File: src/rtl/seg_scan_ctrl.sv
// Four-digit 7-segment scan controller; registered outputs reflect the state entered on the same edge.
// SEG_SCAN_DIM_EN adds a 3-bit dim input that shortens the lit part of each drive phase.
module seg_scan_ctrl #(
  parameter int TICK_DIV     = 100000,
  parameter int BLANK_CYCLES = 1000
) (
  input  logic       clk,
  input  logic       rst_n,
  input  logic       en,
  input  logic [3:0] digit_en,
  input  logic [6:0] in0,
  input  logic [6:0] in1,
  input  logic [6:0] in2,
  input  logic [6:0] in3,
`ifdef SEG_SCAN_DIM_EN
  input  logic [2:0] dim,
`endif
  output logic [6:0] seg_n,
  output logic [3:0] an_n,
  output logic [1:0] cur_digit,
  output logic       frame_start
);

  localparam int TW = $clog2(TICK_DIV);
  localparam logic [TW-1:0] TICK_LAST = TW'(TICK_DIV - 1);

  typedef enum logic [1:0] {IDLE, BLANK, DRIVE} state_t;

  // With no dead time, every slot starts directly in DRIVE.
  localparam state_t SLOT_FIRST = (BLANK_CYCLES == 0) ? DRIVE : BLANK;

  state_t        state_q, state_d;
  logic [TW-1:0] tick_q, tick_d;
  logic [1:0]    idx_q, idx_d;
  logic [6:0]    shadow_q, shadow_d;
  logic [6:0]    seg_n_q, seg_n_d;
  logic [3:0]    an_n_q, an_n_d;
  logic [1:0]    cur_q, cur_d;
  logic          fs_q, fs_d;
  logic          capture;
  logic          lit;
  logic [6:0]    pat_sel;
`ifdef SEG_SCAN_DIM_EN
  logic [2:0]    dim_q, dim_d;
  int            lit_len;
`endif

  always_comb begin
    state_d = state_q;
    tick_d  = tick_q;
    idx_d   = idx_q;
    if (!en) begin
      state_d = IDLE;
      tick_d  = '0;
      idx_d   = '0;
    end else if (state_q == IDLE) begin
      state_d = SLOT_FIRST;
      tick_d  = '0;
      idx_d   = '0;
    end else if (tick_q == TICK_LAST) begin
      state_d = SLOT_FIRST;
      tick_d  = '0;
      idx_d   = idx_q + 2'd1;
    end else begin
      tick_d  = tick_q + 1'b1;
      state_d = (int'(tick_d) < BLANK_CYCLES) ? BLANK : DRIVE;
    end

    case (idx_d)
      2'd0:    pat_sel = in0;
      2'd1:    pat_sel = in1;
      2'd2:    pat_sel = in2;
      default: pat_sel = in3;
    endcase

    // The pattern is frozen on the edge that enters the drive phase of a slot.
    capture  = (state_d == DRIVE) && (int'(tick_d) == BLANK_CYCLES);
    shadow_d = capture ? pat_sel : shadow_q;

`ifdef SEG_SCAN_DIM_EN
    dim_d   = capture ? dim : dim_q;
    lit_len = ((TICK_DIV - BLANK_CYCLES) * (int'(dim_d) + 1)) >> 3;
    lit     = (int'(tick_d) - BLANK_CYCLES) < lit_len;
`else
    lit     = 1'b1;
`endif

    seg_n_d = 7'h7F;
    an_n_d  = 4'hF;
    if (state_d == DRIVE && lit) begin
      seg_n_d = ~shadow_d;
      if (digit_en[idx_d]) an_n_d = ~(4'b0001 << idx_d);
    end
    cur_d = idx_d;
    fs_d  = (state_d != IDLE) && (idx_d == 2'd0) && (tick_d == '0);
  end

  always_ff @(posedge clk) begin
    if (!rst_n) begin
      state_q  <= IDLE;
      tick_q   <= '0;
      idx_q    <= '0;
      shadow_q <= '0;
      seg_n_q  <= 7'h7F;
      an_n_q   <= 4'hF;
      cur_q    <= '0;
      fs_q     <= 1'b0;
`ifdef SEG_SCAN_DIM_EN
      dim_q    <= '0;
`endif
    end else begin
      state_q  <= state_d;
      tick_q   <= tick_d;
      idx_q    <= idx_d;
      shadow_q <= shadow_d;
      seg_n_q  <= seg_n_d;
      an_n_q   <= an_n_d;
      cur_q    <= cur_d;
      fs_q     <= fs_d;
`ifdef SEG_SCAN_DIM_EN
      dim_q    <= dim_d;
`endif
    end
  end

  assign seg_n       = seg_n_q;
  assign an_n        = an_n_q;
  assign cur_digit   = cur_q;
  assign frame_start = fs_q;

endmodule

File: config.mk
export PLATFORM = sky130hd
export DESIGN_NAME = seg_scan_ctrl
export DESIGN_NICKNAME = d
export VERILOG_FILES = /design/src/rtl/seg_scan_ctrl.sv
export SDC_FILE = /design/constraint.sdc
export NUM_CORES = 1
export LEC_CHECK = 0
export BUFFER_PORTS_ARGS = -buffer_cell sky130_fd_sc_hd__buf_2
export CORE_ASPECT_RATIO = 0.5
export CORE_MARGIN = 2
export CORE_UTILIZATION = 54
export DETAILED_ROUTE_END_ITERATION = 16
export GPL_ROUTABILITY_DRIVEN = 1
export PLACE_DENSITY = 0.89
export SLEW_MARGIN = 10
export SYNTH_ARGS = -nofsm -noshare
export SYNTH_HDL_FRONTEND = slang
export SYNTH_SLANG_ARGS = --single-unit
export TNS_END_PERCENT = 5
File: constraint.sdc
create_clock -name clk -period 4.99 [get_ports clk]
set_input_delay 0.998 -clock clk [delete_from_list [all_inputs] [get_ports clk]]
set_output_delay 0.998 -clock clk [all_outputs]
set_load 0.005 [all_outputs]
Yosys cells after proc, flatten, opt, wreduce, memory -nomap -nowiden
Cells that the tools add are included.

Logic and storage cells: 42. Register bits after elaboration: 40. Output and inout port bits: 14.

Reduce and logical (&&, ||, !) cells: 9. Bitwise logic cells: 2. Multiplexer cells: 14. $add $sub $neg: 2. Equal/unequal tests: 5. Shift-type cells: 1. Order comparisons: 2.

Operators by type and width (number): $mux 17 (3); $pmux 7 s3 (1); $add 17x1->17 const B (1); $eq 17x11->1 const B (1); $eq 17x17->1 const B (1); $logic_not 17->1 (1); $lt 17x10->1 const B (1); $mux 2 (7); $mux 7 (1); $not 7->7 (1); $eq 2x2->1 const B (2); $logic_not 2->1 (2); $not 4->4 (1); $shl 1x2->4 const A (1); $logic_and 1x1->1 (3); $lt 2x3->1 const B (1); $reduce_and 3->1 (1); $add 2x1->2 const B (1); $bmux 1 s2 (1); $eq 2x1->1 const B (1); $reduce_and 2->1 (1); $reduce_bool 2->1 (1); $mux 1 (1).

Longest topological paths before layout
Gate-level depths: netlist (run 1).

Word-level depth: 10. Mapped depth: 10. Depth with buffers taken out: 8.

Worst setup path before layout (run 1)
No wires, ideal clock.

Path kind: input port to flip-flop. Start point: in en. End point: reg seg_n_q[0] (netlist: seg_n[0]). Setup time: 0.123 ns. Data arrival time: 2.316 ns. Path buffers: 1. Slack: 2.551 ns. Stages on the path: 7. Required time: 4.867 ns. Cells stage by stage: o21a_1 > buf_2 > nand2_1 > nor4b_2 > o211ai_4 > mux2i_1 > nand2b_1.

Longest elaborated chain between the ends: 5. Elaborated cells between the ends (all ways): 13. Those cells by class: 4 x eq/ne; 5 x mux; 1 x bitwise; 3 x reduce/logical.

RTL lines: from (decl) (RTL line 9) `input logic en,`; $mux 17 / $mux 2 (equally long branches) (RTL line 52) `if (!en) begin`; $eq 17x11->1 (tied with other cells) (RTL line 77) `capture = (state_d == DRIVE) && (int'(tick_d) == BLANK_CYCLES);`; $logic_and 1x1->1 / $pmux 7 s3 (equally long branches) (RTL line 77, 69); $mux 7 (RTL line 78) `shadow_d = capture ? pat_sel : shadow_q;`; $not 7->7 (RTL line 91) `seg_n_d = ~shadow_d;`; to (signal assigned) (RTL line 116) `seg_n_q <= seg_n_d;`; to (decl) (RTL line 36) `logic [6:0] seg_n_q, seg_n_d;`.

Parallel ways exist; a longest one is shown, timed or not. A chain may end at the register's enable or synchronous reset.

Worst setup path after layout (run 1)
Start point: in en. End point: reg an_n_q[2] (netlist: an_n[2]).

Longest elaborated chain between the ends: 4. Elaborated cells between the ends (all ways): 8. Those cells by class: 1 x eq/ne; 1 x shift; 4 x mux; 1 x bitwise; 1 x reduce/logical.

RTL lines: $mux 2 (RTL line 52); $bmux 1 s2 (RTL line 92) `if (digit_en[idx_d]) an_n_d = ~(4'b0001 << idx_d);`; $mux 1 (not written as such) (RTL line 92); $reduce_and 3->1 (no line); to (signal assigned) (RTL line 117) `an_n_q <= an_n_d;`; to (decl) (RTL line 37) `logic [3:0] an_n_q, an_n_d;`.

Parallel ways exist; a longest one is shown, timed or not. The select of a mux whose other input is x is not followed.

==> flow_summary.json, run 1 <==
{
  "rsz0062_at_grt": "no",
  "core_mm2": 0.00436,
  "synth_area_leaders": "dfxtp_1 (33%), nor2_1 (5.1%), xnor2_1 (4.0%)",
  "vias": 2339,
  "hold_depth": 1,
  "cts_resized": 0,
  "power.density_mw_per_mm2": 229,
  "routedWlPerCell_um": 15.4,
  "place_area_mm2": 0.00265,
  "hpwl_um": 4450,
  "cp_max_fo": 22,
  "yosysMostFrequentCell": "dfxtp_1",
  "netlist_area_mm2": 0.00242,
  "relSlewSlack_pct": 46.1,
  "start_util_pct": 55.6,
  "die_h_um": 51.4,
  "postRouteAntennaNets": 0,
  "synthArstFlopShare_pct": 0,
  "path_class": "in -> reg",
  "htreeDepth": 2,
  "antenna_found_initial": 0,
  "layout-drive-gt1-share_pct": 22.2,
  "num_rows": 17,
  "finalPower_mw": 0.632,
  "diodes": 0,
  "cp-start-kind": "input port",
  "synth_top_area_share_pct": 33.0,
  "rr_worst_depth": 8,
  "maxSlewViolCount": 0,
  "grt_pass1_vias": 2197,
  "drc": 0,
  "post-route-cell-area_mm2": 0.00276,
  "post-cts-setup-buffers": 0,
  "outcome": "finished, final reports clean",
  "clk_transition_reported_paths_ns": 0.08,
  "synth_edf_count": 0,
  "insertion_delay_ns": 0.30,
  "cts_tree": "yes",
  "hold-worst-slack_ns": 0.484,
  "hold_path_class": "reg -> reg",
  "leakage_nw": 1.05,
  "setup_viol": 0,
  "syn_area_per_cell_um2": 8.25,
  "grt_max_degree": 23,
  "whs_endpoint": "tick_q[0]$_SDFF_PN0_",
  "r2r-end": "seg_n[2]$_SDFF_PN1_",
  "ir_worst_vdd_mv": 0.108,
  "period_share_pct": 62.5,
  "ff2ff_setup_slack_ns": 1.92,
  "hold_viol_final": 0,
  "drt_first_pass_iters": 4,
  "worstPathRequired_ns": 5.14,
  "yosysTopAreaCell": "dfxtp_1",
  "drt_iter0_drc": 123,
  "fin_nets": 368,
  "ys_types": 55,
  "fin_util_pct": 63.2,
  "hold_start": "tick_q[0]$_SDFF_PN0_",
  "fin_skew_ns": 0.00686,
  "grt_first_pass_wirelength_um": 9790,
  "wirelength_um": 6020,
  "ioPinCount": 49,
  "grt_use_total_pct": 24.3,
  "cts_hold_buf": 0,
  "fin_tns_setup_ns": 0,
  "reg2reg_from": "tick_q[0]$_SDFF_PN0_",
  "gp_congestion": 0.951,
  "die_x_um": 98.8,
  "root_buffer": "clkbuf_8",
  "area.growth.synth_to_final_pct": 13.7,
  "clock_sinks": 40,
  "worst_pin_slew_ns": 0.786,
  "die-area_mm2": 0.00508,
  "synth_nets": 330,
  "cts_made_buffers": 5,
  "postSynthCellCount": 294,
  "drv_cap": 0,
  "io_buffers": 48,
  "end_kind": "flop",
  "yosysWarnings": 0,
  "yosys_register_bits": 40,
  "critPathArrivalTime_ns": 3.27,
  "viasPerCell": 6.00,
  "period_needed_ns": 3.12,
  "overflow": 0,
  "ys.flop_type": "dfxtp_1",
  "max_freq_ghz": 0.321,
  "clk_path_buf_depth": 2,
  "yosysSeqAreaShare_pct": 33.0,
  "synth_common_cells": "dfxtp_1 (40), nor2_1 (33), nand2_1 (24)"
}
## power by group
part	switching, mW	total (mW)	leakage (nW)	internal [mW]
Combinational	0.0218	0.0429	0.675	0.0211
Clock	0.121	0.269	0.0541	0.148
Sequential	0.000638	0.321	0.323	0.320
## final cells by class
class	count	area [um^2]
sequential	40	801
tap	57	71.3
fill	355	1600
multi-input combinational	220	1470
clock inverter	3	42.5
inverter	17	63.8
timing repair buffer	48	240
clock buffer	5	68.8
## layer usage
metal  vias to the layer above  GRT usage (%)  part of all wire (%)
met5                         -              0                     0
met1                      1105           30.1                    43
met4                         0           13.0                   2.6
li1                       1115              -                     -
met2                       100           41.0                    48
met3                        19           4.38                   6.4
## worst max path at each step
| stage | from | end | slack (ns) | cells after the start |
|---|---|---|---|---|
| 2_1_floorplan | en | seg_n[0]$_SDFF_PN1_ | 2.55 | 7 |
| 3_3_place_gp | en | an_n[2]$_SDFF_PN1_ | 1.68 | 6 |
| 3_5_place_dp | en | an_n[2]$_SDFF_PN1_ | 1.60 | 6 |
| 4_1_cts | en | an_n[2]$_SDFF_PN1_ | 1.92 | 6 |
| 5_1_grt | en | an_n[2]$_SDFF_PN1_ | 1.63 | 6 |
| 6_report | en | an_n[2]$_SDFF_PN1_ | 1.87 | 6 |
## worst max-delay path, cell delays in order
cell,delay (ns)
buf_2,0.10
o21a_1,0.57
nand3_1,0.68
a31oi_4,0.54
a21boi_4,0.28
nand3_2,0.09
## cell families (layout without fill, tap and decap cells)
logic type / Yosys count / count (layout) / synth area share, %
mux: 11 / 11 / 4.64
flops: 40 / 40 / 33.0
compound gates: 55 / 55 / 17.1
simple gates: 136 / 136 / 32.2
xor+xnor: 17 / 17 / 6.14
buf+inv: 34 / 73 / 6.40
fa+ha+maj: 1 / 1 / 0.516
## metrics by stage
| stage | setup slack, ns | std cells |
|---|---|---|
| 2_1_floorplan | 2.55 | 294 |
| 3_5_place_dp | 1.60 | 382 |
| 6_report | 1.87 | 390 |
| 5_1_grt | 1.63 | 390 |
| 4_1_cts | 1.92 | 390 |
| 3_3_place_gp | 1.68 | 382 |
## cells in the final DEF, fill, tap and decap left out, types with 3 or more instances in the layout
| cell | instances |
|---|---|
| buf_2 | 48 |
| xnor2_1 | 11 |
| inv_1 | 17 |
| nand2b_1 | 7 |
| a211oi_1 | 6 |
| nand4_1 | 8 |
| nor3b_1 | 5 |
| or3_1 | 3 |
| nor2b_1 | 12 |
| nor2_1 | 33 |
| and3_1 | 4 |
| xor2_1 | 6 |
| dfxtp_1 | 40 |
| a21oi_1 | 12 |
| mux2i_1 | 9 |
| nand3_1 | 17 |
| a32oi_1 | 5 |
| nor3_1 | 4 |
| o21ai_0 | 12 |
| nand2_1 | 24 |
| clkbuf_8 | 5 |
Power figures use the tool's default switching activity.
==> run 2, diff against run 1 <==
==> constraint.sdc (replaced) <==
create_clock -name clk -period 3 [get_ports clk]
set_input_delay 0.6 -clock clk [delete_from_list [all_inputs] [get_ports clk]]
set_output_delay 0.6 -clock clk [all_outputs]
set_load 0.005 [all_outputs]
==> run 2 against run 1 <==
Compared with the run above:
- final cell count is 1.3% higher
- sequential share of layout area is 0.43 points lower
- count of clock-buffer cells in the layout stayed put
- first-iteration DRC count is 9.8% lower
- register-to-register slack worse by 1.6 ns
- die area stayed put
- hold slack better by 0.0042 ns
- sequential power is 66% higher
- global-route usage is 0.87 points higher
- flip-flop and latch count stayed put
- worst setup slack worse by 1.6 ns
- largest cell class unchanged
==> flow_summary.json, run 2 (synthesis gave the netlist of run 1 again) <==
{
  "cp_num_buf_inv": 0,
  "gp_congestion": 0.942,
  "hold_path_class": "reg -> reg",
  "leakage_nw": 1.08,
  "grt_max_degree": 23,
  "grt_use_total_pct": 25.2,
  "io_buffers": 48,
  "drc": 0,
  "fin_nets": 373,
  "slowest_stage": "a2111oi_2",
  "drt_first_pass_iters": 4,
  "cts_resized": 0,
  "rsz0062_at_grt": "no",
  "antenna_found_initial": 0,
  "die-area_mm2": 0.00508,
  "hpwl_um": 4580,
  "cts_tree": "yes",
  "hold_viol_final": 0,
  "ff2ff_setup_slack_ns": 0.30,
  "overflow": 0,
  "end_kind": "flop",
  "layout_commonest_cell": "buf_2",
  "swShare_pct": 23.1,
  "routedWlPerCell_um": 15.8,
  "power.density_mw_per_mm2": 381,
  "viasPerCell": 6.00,
  "slowest_delay_ns": 0.43,
  "ir_worst_vdd_mv": 0.197,
  "clk_path_buf_depth": 2,
  "crit_start": "tick_q[0]$_SDFF_PN0_",
  "period_share_pct": 90.1,
  "grt_pass1_vias": 2224,
  "core_mm2": 0.00436,
  "fin_tns_setup_ns": 0,
  "die_x_um": 98.8,
  "cp_max_fo": 9,
  "cp-start-kind": "flop",
  "path_class": "reg -> reg",
  "fin_skew_ns": 0.0152,
  "worst_slack_ns": 0.297,
  "critPathArrivalTime_ns": 2.90,
  "insertion_delay_ns": 0.31,
  "cts_hold_buf": 0,
  "layout-drive-gt1-share_pct": 23.4,
  "worst_pin_slew_ns": 0.729,
  "period_needed_ns": 2.70,
  "p_switching_mw": 0.246,
  "r2r-end": "an_n[0]$_SDFF_PN1_",
  "diodes": 0,
  "postRouteAntennaNets": 0,
  "p_int_mw": 0.819,
  "clock_power_share_pct": 43.0,
  "final_cell_mix": "buf_2 (48), dfxtp_1 (40), nor2_1 (33), nand2_1 (24)",
  "cp-endpoint": "an_n[0]$_SDFF_PN1_",
  "relSlewSlack_pct": 51.3,
  "num_rows": 17,
  "worstPathRequired_ns": 3.19,
  "crit_family": "compound AO/OA/AOI/OAI gates",
  "clock_sinks": 40,
  "clk_transition_reported_paths_ns": 0.09,
  "maxSlewViolCount": 0,
  "worst-path-stages": 8,
  "outcome": "finished, final reports clean",
  "drv_cap": 0,
  "pwr-share-comb_pct": 6.9,
  "grt_first_pass_wirelength_um": 10100,
  "fin_util_pct": 64.2,
  "max_freq_ghz": 0.370,
  "htreeDepth": 2,
  "path_cells": "ha_1, nand4_2, a2111oi_2, o31ai_1, a221o_1, a31oi_4, a21boi_4, o21ai_1",
  "post-cts-setup-buffers": 0,
  "cts_made_buffers": 5,
  "drt_iter0_drc": 111,
  "die_h_um": 51.4,
  "root_buffer": "clkbuf_8",
  "area.growth.synth_to_final_pct": 15.4,
  "vias": 2369,
  "ioPinCount": 49,
  "nFillCells": 352,
  "rr_worst_depth": 8,
  "wirelength_um": 6240,
  "setup_viol": 0,
  "dp_slack_ns": 0.326,
  "reg2reg_from": "tick_q[0]$_SDFF_PN0_",
  "start_util_pct": 55.6,
  "p_seq_share_pct": 50.1,
  "finalPower_mw": 1.07
}
run 2: through the flow:
stage / area [um^2] / std cells / hold WS (ns)
after floorplan: 2420 / 294 / 0.437
after global placement: 2680 / 387 / 0.452
after detailed placement: 2680 / 387 / 0.477
after CTS: 2800 / 395 / 0.496
after global routing: 2800 / 395 / 0.510
final: 2800 / 395 / 0.488
run 2: area by class of cell:
type                       instances  area, um^2  share of cell area, %
tap                               57        71.3                   2.55
clock inverter                     3        46.3                   1.65
clock buffer                       5        68.8                   2.46
timing repair buffer              53         278                   9.93
inverter                          17        63.8                   2.28
sequential                        40         801                   28.6
multi-input combinational        220        1470                   52.5
run 2: power groups by stage:
stage	registers [mW]	clock network, mW	logic (mW)
finish	0.534	0.458	0.0735
CTS	0.534	0.463	0.0718
global placement	0.546	0	0.0683
global route	0.534	0.485	0.0797
floorplan	0.546	0	0.0370
detailed placement	0.546	0	0.0707
run 2: layer usage:
metal	vias to the layer above	GRT usage (%)	share of wire, %
li1	1131	-	-
met1	1118	30.3	42
met2	106	44.3	49
met3	14	4.24	6.7
met4	0	12.8	2.3
met5	-	0	0
run 2: worst reg2reg max path, cell delays in order (launching register included):
cell	delay (ns)
dfxtp_1	0.40
ha_1	0.30
nand4_2	0.25
a2111oi_2	0.43
o31ai_1	0.17
a221o_1	0.33
a31oi_4	0.35
a21boi_4	0.28
o21ai_1	0.10
run 2: worst min-delay path by stage:
stage	startpoint	cells after the start	to
6_report	tick_q[0]$_SDFF_PN0_	1	tick_q[0]$_SDFF_PN0_
2_1_floorplan	tick_q[0]$_SDFF_PN0_	1	tick_q[0]$_SDFF_PN0_
3_5_place_dp	tick_q[0]$_SDFF_PN0_	1	tick_q[0]$_SDFF_PN0_
3_3_place_gp	tick_q[0]$_SDFF_PN0_	1	tick_q[0]$_SDFF_PN0_
4_1_cts	tick_q[0]$_SDFF_PN0_	1	tick_q[0]$_SDFF_PN0_
5_1_grt	tick_q[0]$_SDFF_PN0_	1	tick_q[0]$_SDFF_PN0_
==> run 3, diff against run 2 <==
--- a/config.mk
+++ b/config.mk
@@ -11,6 +11,7 @@
 export CORE_UTILIZATION = 54
 export DETAILED_ROUTE_END_ITERATION = 16
 export GPL_ROUTABILITY_DRIVEN = 1
+export MAX_ROUTING_LAYER = met4
 export PLACE_DENSITY = 0.89
 export SLEW_MARGIN = 10
 export SYNTH_ARGS = -nofsm -noshare
==> run 3 against run 2 <==
Compared with the run above:
- clock power shrank 3%
- hold slack got worse by 0.013 ns
- largest power group unchanged
- critical endpoint is now frame_start$_SDFF_PN0_
- critical path depth stayed put
- total power is 1.6% lower
==> flow_summary.json, run 3 (synthesis gave the netlist of run 1 again) <==
{
  "path_class": "reg -> reg",
  "fin_skew_ns": 0.0161,
  "cp_max_fo": 6,
  "layout-drive-gt1-share_pct": 23.4,
  "maxSlewViolCount": 0,
  "antenna_found_initial": 0,
  "place_area_mm2": 0.00268,
  "grtUsageMet2_pct": 41.3,
  "grt_use_met1_pct": 30.4,
  "rsz0062_at_grt": "no",
  "setup_viol": 0,
  "hold_depth": 1,
  "cts_tree": "yes",
  "overflow": 0,
  "cp_num_buf_inv": 0,
  "hold_path_class": "reg -> reg",
  "viasPerCell": 5.93,
  "post-cts-setup-buffers": 0,
  "path_cells": "ha_1, nand4_2, nor3b_2, nand4_1, a211oi_2, nor2_1, or4_1, nor2_1",
  "end_kind": "flop",
  "drc": 0,
  "routedWlPerCell_um": 15.4,
  "die-area_mm2": 0.00508,
  "use_met3_pct": 4.51,
  "fin_tns_setup_ns": 0,
  "ir_worst_vdd_mv": 0.266,
  "die_h_um": 51.4,
  "diodes": 0,
  "worstPathRequired_ns": 3.24,
  "dp_slack_ns": 0.389,
  "cts_resized": 0,
  "leakage_nw": 1.08,
  "insertion_delay_ns": 0.30,
  "power.density_mw_per_mm2": 375,
  "slowest_stage": "or4_1",
  "crit_top_cell": "nor2_1",
  "layout_commonest_cell": "buf_2",
  "ff2ff_setup_slack_ns": 0.35,
  "period_share_pct": 88.3,
  "hold_viol_final": 0,
  "hpwl_um": 4570,
  "relSlewSlack_pct": 53.5,
  "io_buffers": 48,
  "clk_transition_reported_paths_ns": 0.09,
  "postRouteAntennaNets": 0,
  "ioPinCount": 49,
  "die_x_um": 98.8,
  "nFillCells": 356,
  "grt_max_degree": 23,
  "drt_iter0_drc": 150,
  "area.growth.synth_to_final_pct": 15.2,
  "critPathArrivalTime_ns": 2.89,
  "drv_cap": 0,
  "r2r-end": "frame_start$_SDFF_PN0_",
  "hold-worst-slack_ns": 0.475,
  "rr_worst_depth": 8,
  "vias": 2344,
  "grt_use_total_pct": 25.1,
  "final_cell_mix": "buf_2 (48), dfxtp_1 (40), nor2_1 (33), nand2_1 (24)",
  "fin_nets": 373,
  "fin_cells": 395,
  "worst_slack_ns": 0.351,
  "period_needed_ns": 2.65,
  "cts_made_buffers": 5,
  "outcome": "finished, final reports clean",
  "whs_endpoint": "tick_q[0]$_SDFF_PN0_",
  "clk_path_buf_depth": 2,
  "wirelength_um": 6080,
  "post-route-cell-area_mm2": 0.00279,
  "max_freq_ghz": 0.378,
  "dp.cells": 387,
  "drt_first_pass_iters": 4,
  "finalPower_mw": 1.05,
  "cp-start-kind": "flop",
  "hold_start": "tick_q[0]$_SDFF_PN0_",
  "worst_pin_slew_ns": 0.690,
  "htreeDepth": 2,
  "cts_hold_buf": 0,
  "slowest_delay_ns": 0.53,
  "reg2reg_from": "tick_q[0]$_SDFF_PN0_",
  "top_usage_layer": "met2",
  "fin_util_pct": 64.1,
  "crit_family": "simple AND/OR/NAND/NOR gates",
  "grt_first_pass_wirelength_um": 9890,
  "grt_pass1_vias": 2156,
  "clock_sinks": 40,
  "num_rows": 17,
  "root_buffer": "clkbuf_8",
  "core_mm2": 0.00436,
  "start_util_pct": 55.6,
  "gp_congestion": 0.965
}
-- run 3: cell types whose count changed in the layout (fill, tap and decap cells not counted) --
| cell | before | now |
|---|---|---|
| inv_6 | 1 | 0 |
| clkinv_2 | 0 | 1 |
-- run 3: final cells by class --
cell class | instances | area [um^2] | share of cell area, %
Sequential cell | 40 | 801 | 28.7
Inverter | 17 | 63.8 | 2.28
Clock buffer | 5 | 68.8 | 2.46
Tap cell | 57 | 71.3 | 2.55
Timing Repair Buffer | 53 | 278 | 9.94
Multi-Input combinational cell | 220 | 1470 | 52.6
Clock inverter | 3 | 42.5 | 1.52
-- run 3: how the worst max path moves through the flow --
stage               slack (ns)  depth (start not counted)                endpoint            startpoint
global route              0.19                          8      an_n[0]$_SDFF_PN1_  tick_q[0]$_SDFF_PN0_
detailed placement        0.39                          8      an_n[0]$_SDFF_PN1_  tick_q[0]$_SDFF_PN0_
floorplan                 0.66                          8      an_n[0]$_SDFF_PN1_  tick_q[0]$_SDFF_PN0_
finish                    0.35                          8  frame_start$_SDFF_PN0_  tick_q[0]$_SDFF_PN0_
CTS                       0.38                          8  frame_start$_SDFF_PN0_  tick_q[0]$_SDFF_PN0_
global placement          0.48                          8      an_n[1]$_SDFF_PN1_  tick_q[0]$_SDFF_PN0_
-- run 3: power breakdown --
part / total (mW) / internal [mW] / switching [mW] / leakage (nW)
clock: 0.442 / 0.246 / 0.196 / 0.0541
combinational: 0.0722 / 0.0361 / 0.0361 / 0.699
sequential: 0.533 / 0.532 / 0.00115 / 0.323
-- run 3: per-layer routing --
metal / share of wire [%] / routed length (um)
met4: 2.6 / 157
met3: 6.8 / 412
met1: 42 / 2550
met5: 0 / 0
met2: 49 / 2950
